--- src/rtl/keypad_pkg.sv ---
// keypad_pkg: shared state encoding, matrix sizes and row priority helper
// for the 4x4 matrix keypad scanner.
package keypad_pkg;

  localparam int KEY_CODE_W = 4;
  localparam int NUM_ROWS   = 4;
  localparam int NUM_COLS   = 4;

  typedef enum logic [1:0] {
    SCAN,
    PRESS_DB,
    HELD,
    REL_DB
  } kp_state_e;

  function automatic logic [1:0] lowest_low(
    input logic [NUM_ROWS-1:0] rows
  );
    logic [1:0] idx;
    if (!rows[0])      idx = 2'd0;
    else if (!rows[1]) idx = 2'd1;
    else if (!rows[2]) idx = 2'd2;
    else               idx = 2'd3;
    return idx;
  endfunction

endpackage

--- src/rtl/keypad_key_fifo.sv ---
// keypad_key_fifo: 4-deep key code queue; a pop frees room for a push
// in the same cycle even when full.
module keypad_key_fifo
  import keypad_pkg::*;
(
  input  logic                  clkout,
  input  logic                  rst,
  input  logic                  push,
  input  logic                  pop,
  input  logic [KEY_CODE_W-1:0] din,
  output logic [KEY_CODE_W-1:0] dout,
  output logic                  full,
  output logic                  empty
);

  logic [KEY_CODE_W-1:0] mem_q [4];
  logic [KEY_CODE_W-1:0] mem_d [4];
  logic [1:0] wr_q, wr_d;
  logic [1:0] rd_q, rd_d;
  logic [2:0] cnt_q, cnt_d;
  logic       push_ok, pop_ok;

  assign empty   = (cnt_q == 3'd0);
  assign full    = (cnt_q == 3'd4);
  assign pop_ok  = pop && !empty;
  assign push_ok = push && (!full || pop_ok);
  assign dout    = mem_q[rd_q];

  always_comb begin
    mem_d = mem_q;
    wr_d  = wr_q;
    rd_d  = rd_q;
    cnt_d = cnt_q;
    if (push_ok) begin
      mem_d[wr_q] = din;
      wr_d        = wr_q + 2'd1;
    end
    if (pop_ok) rd_d = rd_q + 2'd1;
    case ({push_ok, pop_ok})
      2'b10:   cnt_d = cnt_q + 3'd1;
      2'b01:   cnt_d = cnt_q - 3'd1;
      default: cnt_d = cnt_q;
    endcase
  end

  always_ff @(posedge clkout or posedge rst) begin
    if (rst) begin
      mem_q <= '{default: '0};
      wr_q  <= '0;
      rd_q  <= '0;
      cnt_q <= '0;
    end else begin
      mem_q <= mem_d;
      wr_q  <= wr_d;
      rd_q  <= rd_d;
      cnt_q <= cnt_d;
    end
  end

endmodule

--- src/rtl/keypad_scanner.sv ---
// keypad_scanner: column-scanned, debounced 4x4 keypad with valid/ack.
// Define KEYPAD_FIFO_EN to replace the holding register with a 4-entry FIFO.
module keypad_scanner
  import keypad_pkg::*;
#(
  parameter int DEBOUNCE_CYCLES = 16,
  parameter int SCAN_DWELL      = 4
) (
  input  logic                  clkout,
  input  logic                  rst,
  input  logic [NUM_ROWS-1:0]   row_i,
  output logic [NUM_COLS-1:0]   col_o,
  input  logic                  key_ack,
  output logic                  key_valid,
  output logic [KEY_CODE_W-1:0] key_code,
  output logic                  key_down,
  output logic                  overrun
);

  localparam int CW  = $clog2(DEBOUNCE_CYCLES);
  localparam int DWW = $clog2(SCAN_DWELL);
  localparam logic [CW-1:0]  CNT_LAST   = CW'(DEBOUNCE_CYCLES - 1);
  localparam logic [DWW-1:0] DWELL_LAST = DWW'(SCAN_DWELL - 1);

  kp_state_e state_q, state_d;
  logic [NUM_ROWS-1:0] row_s1_q, rs_q;
  logic [1:0]     col_idx_q, col_idx_d;
  logic [1:0]     row_idx_q, row_idx_d;
  logic [DWW-1:0] dwell_q, dwell_d;
  logic [CW-1:0]  cnt_q, cnt_d;
  logic [NUM_COLS-1:0] col_o_q, col_o_d;
  logic key_down_q, key_down_d;
  logic cap;
  logic [KEY_CODE_W-1:0] new_code;

  assign new_code = {row_idx_q, col_idx_q};
  assign col_o    = col_o_q;
  assign key_down = key_down_q;
  assign col_o_d  = ~(4'b0001 << col_idx_d);

  always_comb begin
    state_d    = state_q;
    col_idx_d  = col_idx_q;
    row_idx_d  = row_idx_q;
    dwell_d    = dwell_q;
    cnt_d      = cnt_q;
    key_down_d = key_down_q;
    cap        = 1'b0;
    unique case (state_q)
      SCAN: begin
        if (dwell_q == DWELL_LAST) begin
          dwell_d = '0;
          if (rs_q != '1) begin
            row_idx_d = lowest_low(rs_q);
            cnt_d     = '0;
            state_d   = PRESS_DB;
          end else begin
            col_idx_d = col_idx_q + 2'd1;
          end
        end else begin
          dwell_d = dwell_q + 1'b1;
        end
      end
      PRESS_DB: begin
        if (rs_q[row_idx_q]) begin
          state_d   = SCAN;
          col_idx_d = col_idx_q + 2'd1;
          dwell_d   = '0;
        end else if (cnt_q == CNT_LAST) begin
          cap        = 1'b1;
          key_down_d = 1'b1;
          state_d    = HELD;
        end else begin
          cnt_d = cnt_q + 1'b1;
        end
      end
      HELD: begin
        if (rs_q == '1) begin
          cnt_d   = '0;
          state_d = REL_DB;
        end
      end
      REL_DB: begin
        if (rs_q != '1) begin
          state_d = HELD;
        end else if (cnt_q == CNT_LAST) begin
          key_down_d = 1'b0;
          state_d    = SCAN;
          col_idx_d  = col_idx_q + 2'd1;
          dwell_d    = '0;
        end else begin
          cnt_d = cnt_q + 1'b1;
        end
      end
      default: state_d = SCAN;
    endcase
  end

  // Rows are pulled up, so the synchronizer idles high out of reset.
  always_ff @(posedge clkout or posedge rst) begin
    if (rst) begin
      row_s1_q   <= '1;
      rs_q       <= '1;
      state_q    <= SCAN;
      col_idx_q  <= '0;
      row_idx_q  <= '0;
      dwell_q    <= '0;
      cnt_q      <= '0;
      col_o_q    <= 4'b1110;
      key_down_q <= 1'b0;
    end else begin
      row_s1_q   <= row_i;
      rs_q       <= row_s1_q;
      state_q    <= state_d;
      col_idx_q  <= col_idx_d;
      row_idx_q  <= row_idx_d;
      dwell_q    <= dwell_d;
      cnt_q      <= cnt_d;
      col_o_q    <= col_o_d;
      key_down_q <= key_down_d;
    end
  end

`ifdef KEYPAD_FIFO_EN
  logic fifo_full, fifo_empty, pop_ok;
  logic overrun_q, overrun_d;

  keypad_key_fifo u_fifo (
    .clkout (clkout),
    .rst    (rst),
    .push   (cap),
    .pop    (key_ack),
    .din    (new_code),
    .dout   (key_code),
    .full   (fifo_full),
    .empty  (fifo_empty)
  );

  assign pop_ok    = key_ack && !fifo_empty;
  assign key_valid = !fifo_empty;
  assign overrun   = overrun_q;

  always_comb begin
    overrun_d = overrun_q;
    if (pop_ok)                 overrun_d = 1'b0;
    else if (cap && fifo_full)  overrun_d = 1'b1;
  end

  always_ff @(posedge clkout or posedge rst) begin
    if (rst) overrun_q <= 1'b0;
    else     overrun_q <= overrun_d;
  end
`else
  logic key_valid_q, key_valid_d;
  logic overrun_q, overrun_d;
  logic [KEY_CODE_W-1:0] key_code_q, key_code_d;

  assign key_valid = key_valid_q;
  assign key_code  = key_code_q;
  assign overrun   = overrun_q;

  // An ack in the capture cycle frees the register for the new key.
  always_comb begin
    key_valid_d = key_valid_q;
    key_code_d  = key_code_q;
    overrun_d   = overrun_q;
    if (cap) begin
      if (!key_valid_q || key_ack) begin
        key_code_d  = new_code;
        key_valid_d = 1'b1;
      end else begin
        overrun_d = 1'b1;
      end
    end else if (key_ack && key_valid_q) begin
      key_valid_d = 1'b0;
      overrun_d   = 1'b0;
    end
  end

  always_ff @(posedge clkout or posedge rst) begin
    if (rst) begin
      key_valid_q <= 1'b0;
      key_code_q  <= '0;
      overrun_q   <= 1'b0;
    end else begin
      key_valid_q <= key_valid_d;
      key_code_q  <= key_code_d;
      overrun_q   <= overrun_d;
    end
  end
`endif

endmodule

--- config.mk ---
export PLATFORM = sky130hd
export DESIGN_NAME = keypad_scanner
export DESIGN_NICKNAME = d
export VERILOG_FILES = /design/src/rtl/keypad_pkg.sv /design/src/rtl/keypad_key_fifo.sv /design/src/rtl/keypad_scanner.sv
export SDC_FILE = /design/constraint.sdc
export NUM_CORES = 1
export LEC_CHECK = 0
export BUFFER_PORTS_ARGS = -buffer_cell sky130_fd_sc_hd__buf_2
export CORE_MARGIN = 4
export CORE_UTILIZATION = 25
export CTS_BUF_LIST = sky130_fd_sc_hd__clkbuf_8
export DETAILED_ROUTE_END_ITERATION = 10
export MAX_ROUTING_LAYER = met4
export PLACE_DENSITY_LB_ADDON = 0.15
export SLEW_MARGIN = 20
export SYNTH_ARGS = -nofsm -noshare
export SYNTH_HDL_FRONTEND = slang
export SYNTH_SLANG_ARGS = --single-unit
--- constraint.sdc ---
create_clock -name clkout -period 3.65 [get_ports clkout]
set_clock_uncertainty 0.2 [all_clocks]
set_input_delay 1.095 -clock clkout [delete_from_list [all_inputs] [get_ports clkout]]
set_output_delay 1.095 -clock clkout [all_outputs]
set_load 0.005 [all_outputs]
# --- Yosys cells after proc, flatten, opt, wreduce, memory -nomap -nowiden ---
# Index checks and enable logic that the tools add are counted.
totals:
  regBits: 31
  in_bits: 7
  out_inout_bits: 11
  word_cells: 95
classes:
  addsub: 3
  n_lt_le_gt_ge: 1
  eq_ne: 19
  shifts: 1
  mux: 43
  n_bitwise: 1
  reduce_logical: 15
ops:
  columns: ["op", "n"]
  rows:
  - ["2-bit two-way mux", 17]
  - ["4-bit two-way mux", 6]
  - ["2-bit inequality test (second input constant)", 9]
  - ["4-bit case mux with 4 select lines", 1]
  - ["5-bit AND reduction", 3]
  - ["1-bit two-way mux", 14]
  - ["2-bit case mux with 3 select lines", 2]
  - ["4-bit equality test (second input constant)", 2]
  - ["2-bit case mux with 4 select lines", 1]
  - ["2-bit equality test (second input constant)", 3]
  - ["3-bit inequality test (second input constant)", 2]
  - ["2-bit AND reduction", 3]
  - ["2-bit by 1-bit adder with 2-bit output (second input constant)", 2]
  - ["4-bit by 1-bit adder with 4-bit output (second input constant)", 1]
  - ["4-bit inequality test (second input constant)", 1]
  - ["4-bit inverter", 1]
  - ["4-bit AND reduction", 1]
  - ["2-bit nonzero test", 2]
  - ["1-bit by 2-bit << shifter with 4-bit output (first input constant)", 1]
  - ["2-bit by 3-bit less-than comparator with 1-bit output (second input constant)", 1]
  - ["3-bit AND reduction", 1]
  - ["3-bit nonzero test", 1]
  - ["1-bit binary-select mux with 2-bit select", 1]
  - ["2-bit by 1-bit equality test with 1-bit output (second input constant)", 1]
  - ["6 further kinds", 6]

# --- Logic depth before layout (Yosys ltp) ---
# Gate-level depths: netlist of the first run.
depth:
  word_depth: 6
  ltp_mapped: 6
  depth_no_buf: 6

# --- Worst setup path after synthesis of the first run ---
# No wires, ideal clock.
synth_timing:
  path_type: "register to register"
  start: "register row_idx_q[0]"
  end: "register key_code_q[0] (netlist: key_code[0])"
  setup_ps: 125
  arrival_time_ps: 1686
  t_required_ps: 3325
  path_slack_ps: 1640
  stages_incl_launch_ff: 6
  path_buffers: 0
  synth_period_minus_slack_ps: 2010
  path_cell_list: "dfrtp_1 mux2i_1 mux2i_1 or3_1 nor2_4 mux2_2"
synth_between:
  elab_chain_len: 5
synth_rtl:
  columns: ["element", "line", "rtl"]
  rows:
  - ["start: declaration", "keypad_scanner.sv:28", "logic [1:0] row_idx_q, row_idx_d;"]
  - ["start signal: assignment", "keypad_scanner.sv:116", "row_idx_q <= row_idx_d;"]
  - ["1-bit binary-select mux with 2-bit select", "keypad_scanner.sv:65", "if (rs_q[row_idx_q]) begin"]
  - ["1-bit two-way mux (not written as such)", "keypad_scanner.sv:65", null]
  - ["1-bit two-way mux", "keypad_scanner.sv:65", null]
  - ["1-bit two-way mux", "keypad_scanner.sv:49", "unique case (state_q)"]
  - ["2-bit AND reduction (no line)", null, null]
  - ["end signal: assignment", "keypad_scanner.sv:187", "key_code_q <= key_code_d;"]
  - ["end: declaration", "keypad_scanner.sv:156", "logic [KEY_CODE_W-1:0] key_code_q, key_code_d;"]
# Every way passes these cells. The select of a mux whose other input is x is not followed.
# A chain may end at the register's enable or synchronous reset.

# --- Worst setup path after layout of the first run ---
layout_timing:
  start: "register state_q[0]"
  end: "register col_o_q[3] (netlist: col_o[3])"
layout_between:
  elab_chain_len: 4
  elab_cells_between_ends: 6
  cone_classes: "eq/ne (2); shift (1); mux (1); bitwise (1); reduce/logical (1)"
layout_rtl:
  columns: ["element", "line", "rtl"]
  rows:
  - ["start: declaration", "keypad_scanner.sv:25", "kp_state_e state_q, state_d;"]
  - ["start signal: assignment", "keypad_scanner.sv:114", "state_q <= state_d;"]
  - ["2-bit equality test, or another cell as far along", "keypad_scanner.sv:49", null]
  - ["2-bit case mux with 3 select lines *", "keypad_scanner.sv:49", null]
  - ["1-bit by 2-bit << shifter with 4-bit output *", "keypad_scanner.sv:39", "assign col_o_d = ~(4'b0001 << col_idx_d);"]
  - ["4-bit inverter *", "keypad_scanner.sv:39", null]
  - ["net col_o_d[3]", "keypad_scanner.sv:31", "logic [NUM_COLS-1:0] col_o_q, col_o_d;"]
  - ["end signal: assignment", "keypad_scanner.sv:119", "col_o_q <= col_o_d;"]
  - ["end: declaration", "keypad_scanner.sv:31", null]
# The timed path passes the listed nets; every way through them passes the cells marked *.

==> results of run 1 <==
==> cells by family (layout without fill, tap and decap cells) <==
family,Yosys count,in the layout,synth area share (%)
and+or+nand+nor,43,43,17.7
muxes,10,10,7.85
AOI/OAI and AO/OA,19,19,10.8
DFF,31,31,58.3
xor gates and xnor gates,1,1,0.646
buffers and inverters,8,32,2.86
adders and majority gates,2,2,1.85
==> placed cells by master (no fill, tap or decap), types with 3 or more instances in the layout <==
master	instances
nand3_1	3
nor2_1	7
inv_1	6
mux2i_1	5
buf_2	17
a21oi_1	4
clkbuf_8	6
dfstp_2	11
o21ai_0	7
mux2_2	5
nand2_1	14
dfrtp_1	20
==> registers in the layout, indices dropped and copies added (netlist names) <==
register   count
cnt_q          4
col_idx_q      2
col_o          4
dwell_q        2
key_code       4
key_down       1
key_valid      1
overrun        1
row_idx_q      2
row_s1_q       4
rs_q           4
state_q        2
==> final cells by class <==
type | instances | area share (%)
multi-input cells | 75 | 32.2
clock inverters | 2 | 2.14
repair buffers | 18 | 5.66
clock buffers | 6 | 5.05
well taps | 70 | 5.35
inverters | 6 | 1.38
flip-flops and latches | 31 | 48.2
==> stage by stage <==
| stage | hold WS, ps | instances | power [mW] | worst slack (ps) |
|---|---|---|---|---|
| 4_1_cts | 160 | 208 | 1.13 | 1450 |
| 3_5_place_dp | 148 | 200 | 0.776 | 1460 |
| 2_1_floorplan | 145 | 114 | 0.697 | 1640 |
| 6_report | 155 | 208 | 1.11 | 1440 |
| 5_1_grt | 164 | 208 | 1.18 | 1320 |
| 3_3_place_gp | 147 | 200 | 0.769 | 1440 |
==> routing by layer <==
metal	vias to the layer above	share of wire (%)	track usage [%]
li1	449	-	-
met1	402	48	9.62
met2	23	42	12.8
met3	6	7.7	3.62
met4	0	2.2	3.99
met5	-	0	-
==> where the power goes <==
group          leakage [nW]  internal [mW]  switching (mW)
clock                0.0612          0.221           0.125
combinational         0.299          0.131           0.140
sequential            0.378          0.428          0.0665
total                 0.739          0.779           0.331
==> worst max-delay path by stage <==
stage / cells after the start / slack, ps / to
2_1_floorplan: 5 / 1640 / key_code[0]
3_3_place_gp: 5 / 1440 / col_o[3]
4_1_cts: 1 / 1450 / col_o[2]
6_report: 5 / 1440 / col_o[3]
5_1_grt: 5 / 1320 / col_o[3]
3_5_place_dp: 5 / 1460 / col_o[3]
==> impl_metrics.ini, run 1 <==
[timing]
tns_ps = 0
finalCriticalPeriod_ps = 2210
rsz0062_at_grt = false
finalSetupViolCount = 0
hold_viol = 0
worstMarginPinSlew_ps = 440
period_share_pct = 60.4
timing.final.max_slew_violations = 0
max_freq_mhz = 453
relSlewSlack_pct = 69.8

[final_layout]
fin_util_pct = 31.6
fill_cells = 537
layout.nets = 146
drive_gt1_share_pct = 34.8
multi_input_area_um2 = 527
syn_to_final_growth_pct = 20.8
final-seq-area_um2 = 790
antenna_cells = 0
design_area_mm2 = 0.00164

[run]
cap_viol_max_count = 0

[floorplanning]
die_h_um = 81.6
start_util_pct = 26.2
pin_count = 18
die-area_mm2 = 0.00666
core_area_mm2 = 0.00517
rows = 26
die_x_um = 81.6

[setup_path]
path_buf_inv = 0
cp_cell_sequence = or3b_1 -> o22a_1 -> o21ai_2 -> nor2_2 -> or4_1
reg2reg_to = col_o[3]
critical-path-top-delay-family = simple AND/OR/NAND/NOR gates
arrival_ps = 2200
worstPathRequired_ps = 3650
path_class = reg -> reg
ff2ff_setup_slack_ps = 1440
start_kind = flop
critPathMaxFanout = 15
max_stage_delay_ps = 600
crit_start = state_q[0]
reg2reg_depth = 5
r2r-start = state_q[0]
slowest_stage = dfrtp_1
crit_path_end_kind = flop

[clocking]
h-tree-depth = 2
numCtsBuffers = 5
clock_sinks = 31
cts_tree = built
post_cts_buffers = 0
clk_latency_ps = 280
cts_max_path_buffers = 2
root_buffer = clkbuf_8
ctsHoldBuffers = 0
path_clk_slew_ps = 70
cts.repair.resized = 0

[min_path]
hold_end = rs_q[3]
hold_path_class = reg -> reg
min-delay-start = row_s1_q[3]
hold_depth = 0

[global_routing]
grt_max_degree = 32
grt_pass1_wl_um = 3990
overflow = 0
grt_pass1_vias = 871
antenna_found_initial = 0
grt.total_usage_pct = 8.44

[drt]
route.detailed.drc = 0
via_per_inst = 4.23
via_count = 880
ant_nets = 0
drt_pre_antenna_iters = 4
wl_um = 2390
wl_per_cell_um = 11.5
drt_iter0_drc = 31

[pwr]
ir_drop_uv = 258
power_density_mw_per_mm2 = 679
p_leak_nw = 0.739

[synth]
ys_seq_elements = 31
yosysSeqAreaShare_pct = 58.3
synthesis.nets = 123
synth_edf_count = 0
syn-instance-count = 114
synth-warning-count = 0
synth_ff_type = dfrtp_1
yosysTopAreaCell = dfrtp_1
ys_async_sr_fraction_pct = 100
syn_area_mm2 = 0.00136
synthTopCellsByCount = dfrtp_1 (20), nand2_1 (14), dfstp_2 (11), nor2_1 (7), o21ai_0 (7)
synth_top_area_share_pct = 36.9
synthTopCellsByArea = dfrtp_1 (37%), dfstp_2 (21%), mux2_2 (4.2%)
synth.distinct_cells = 35
yosys.cell_count.top_type = dfrtp_1
syn_avg_cell_area_um2 = 11.9

[place]
portBuffers = 17
place.gp.congestion = 0.785
dp.final_hpwl_um = 1750
placed_cell_area_mm2 = 0.00152

[status]
run_status = complete, no violations
No activity file was read; power rests on OpenSTA's default activity.
==> run 2: changes to the inputs <==
==> constraint.sdc (replaced) <==
create_clock -name clkout -period 2.05 [get_ports clkout]
set_clock_uncertainty 0.2 [all_clocks]
set_input_delay 0.615 -clock clkout [delete_from_list [all_inputs] [get_ports clkout]]
set_output_delay 0.615 -clock clkout [all_outputs]
set_load 0.005 [all_outputs]
==> run 2 against run 1 <==
Compared with the run above: count of clock-buffer cells in the layout unchanged; routed wire length up 9.3%; non-clock buffer count rose by 16; worst hold slack improved by 0.70 ps; register-to-register slack got worse by 1400 ps; setup slack got worse by 1400 ps; combinational power rose to 2.5 times the previous value; sequential share of layout area shrank 3.2 points; sequential power grew 75%; clock power rose by 39%; cell count up 7.7%; largest cell class unchanged.
==> impl_metrics.ini, run 2 (synthesized netlist as in run 1, its figures left out) <==
[pwr]
ir_drop_uv = 396
p_leak_nw = 0.808
power_density_mw_per_mm2 = 1160

[clocking]
cts_tree = built
cts_max_path_buffers = 2
h-tree-depth = 2
numCtsBuffers = 5
path_clk_slew_ps = 70
ctsHoldBuffers = 0
clock_sinks = 31
root_buffer = clkbuf_8
clk_latency_ps = 270

[final_layout]
fill_cells = 526
final-seq-area_um2 = 792
drive_gt1_share_pct = 46.1
antenna_cells = 0
final_common_cell = dfrtp_1
fin_util_pct = 34.0
syn_to_final_growth_pct = 29.7
layout.nets = 162
multi_input_area_um2 = 552
design_area_mm2 = 0.00176
final_cell_mix = dfrtp_1 (18), buf_2 (17), buf_4 (17)

[timing]
finalCriticalPeriod_ps = 2000
period_share_pct = 97.5
rsz0062_at_grt = true
worstMarginPinSlew_ps = 391
max_freq_mhz = 501
relSlewSlack_pct = 73.9
finalSetupViolCount = 0
hold_slack_ps = 156
setup_slack_ps = 52.0
hold_viol = 0
tns_ps = 0
timing.final.max_slew_violations = 0

[place]
portBuffers = 17
place.gp.congestion = 0.779
pre_cts_slack_ps = -70.0
placed_cell_area_mm2 = 0.00162
dp.final_hpwl_um = 1900

[setup_path]
worstPathRequired_ps = 2040
arrival_ps = 1990
crit_path_end_kind = flop
reg2reg_depth = 6
path_class = reg -> reg
start_kind = flop
r2r-start = cnt_q[0]
critPathMaxFanout = 6
ff2ff_setup_slack_ps = 50
reg2reg_to = col_o[3]

[drt]
route.detailed.drc = 0
wl_per_cell_um = 11.7
ant_nets = 0
drt_iter0_drc = 40
wl_um = 2610
drt_pre_antenna_iters = 4
via_per_inst = 4.18
via_count = 937

[global_routing]
antenna_found_initial = 0
grt_pass1_wl_um = 4410
grt_pass1_vias = 956
grt.total_usage_pct = 9.06
grt_max_degree = 32
overflow = 0

[floorplanning]
rows = 26
start_util_pct = 26.2
core_area_mm2 = 0.00517
pin_count = 18
die_x_um = 81.6
die-area_mm2 = 0.00666
die_h_um = 81.6

[min_path]
hold_end = rs_q[3]
hold_path_class = reg -> reg
min-delay-start = row_s1_q[3]
hold_depth = 0

[status]
run_status = complete, no violations

[run]
cap_viol_max_count = 0
==> run 2: cell types whose count changed in the layout (fill, tap and decap cells not counted), moves of 2 or more <==
| cell | delta |
|---|---|
| dfrtp_2 | +2 |
| mux2i_2 | +2 |
| mux2i_1 | -2 |
| buf_4 | +16 |
| dfrtp_1 | -2 |
==> run 2: power by group <==
| group | switching, mW | leakage (nW) | internal (mW) |
|---|---|---|---|
| logic | 0.314 | 0.381 | 0.374 |
| registers | 0.0982 | 0.375 | 0.766 |
| clock network | 0.214 | 0.0524 | 0.265 |
| total | 0.626 | 0.808 | 1.41 |
==> run 2: worst max-delay path: stages (launching register included) <==
cell     delay (ps)
dfrtp_1         390
ha_2            210
and3_4          190
a21oi_1         120
o221a_2         220
nor3b_4          60
or4_1           510
==> run 2: repair_timing <==
item	CTS	global route
pin swaps	0	2
endpoints found under the setup margin	9	10
gates resized for setup	4	5
setup buffers	1	1
==> run 2: stage by stage <==
step	power [mW]	std cells
after floorplan	1.24	114
after global placement	1.51	214
after detailed placement	1.52	214
after CTS	2.04	223
after global routing	2.18	224
final	2.03	224
==> run 2: layout make-up <==
class,count,share of cell area [%]
flip-flops and latches,31,45.1
multi-input cells,75,31.4
repair buffers,34,12.1
well taps,70,4.98
clock buffers,6,4.70
inverters,6,1.28
clock inverters,2,0.498
==> run 2: metal layers <==
metal  global-route usage [%]  vias up  part of all wire [%]
met5                        -        -                     0
met4                     3.49        0                  0.73
met3                     3.40        2                   6.0
met2                     13.7       22                    44
met1                     11.0      433                    49
li1                         -      480                     -
==> run 2: worst max-delay path by stage <==
stage / to / slack (ps) / startpoint / cells after the start
after global routing: key_code[2] / -50 / row_idx_q[0] / 5
after CTS: col_o[3] / 6 / cnt_q[1] / 6
final: col_o[3] / 50 / cnt_q[0] / 6
after detailed placement: key_code[0] / -70 / row_idx_q[0] / 5
after floorplan: key_code[0] / 40 / row_idx_q[0] / 5
after global placement: key_code[1] / -40 / row_idx_q[0] / 5
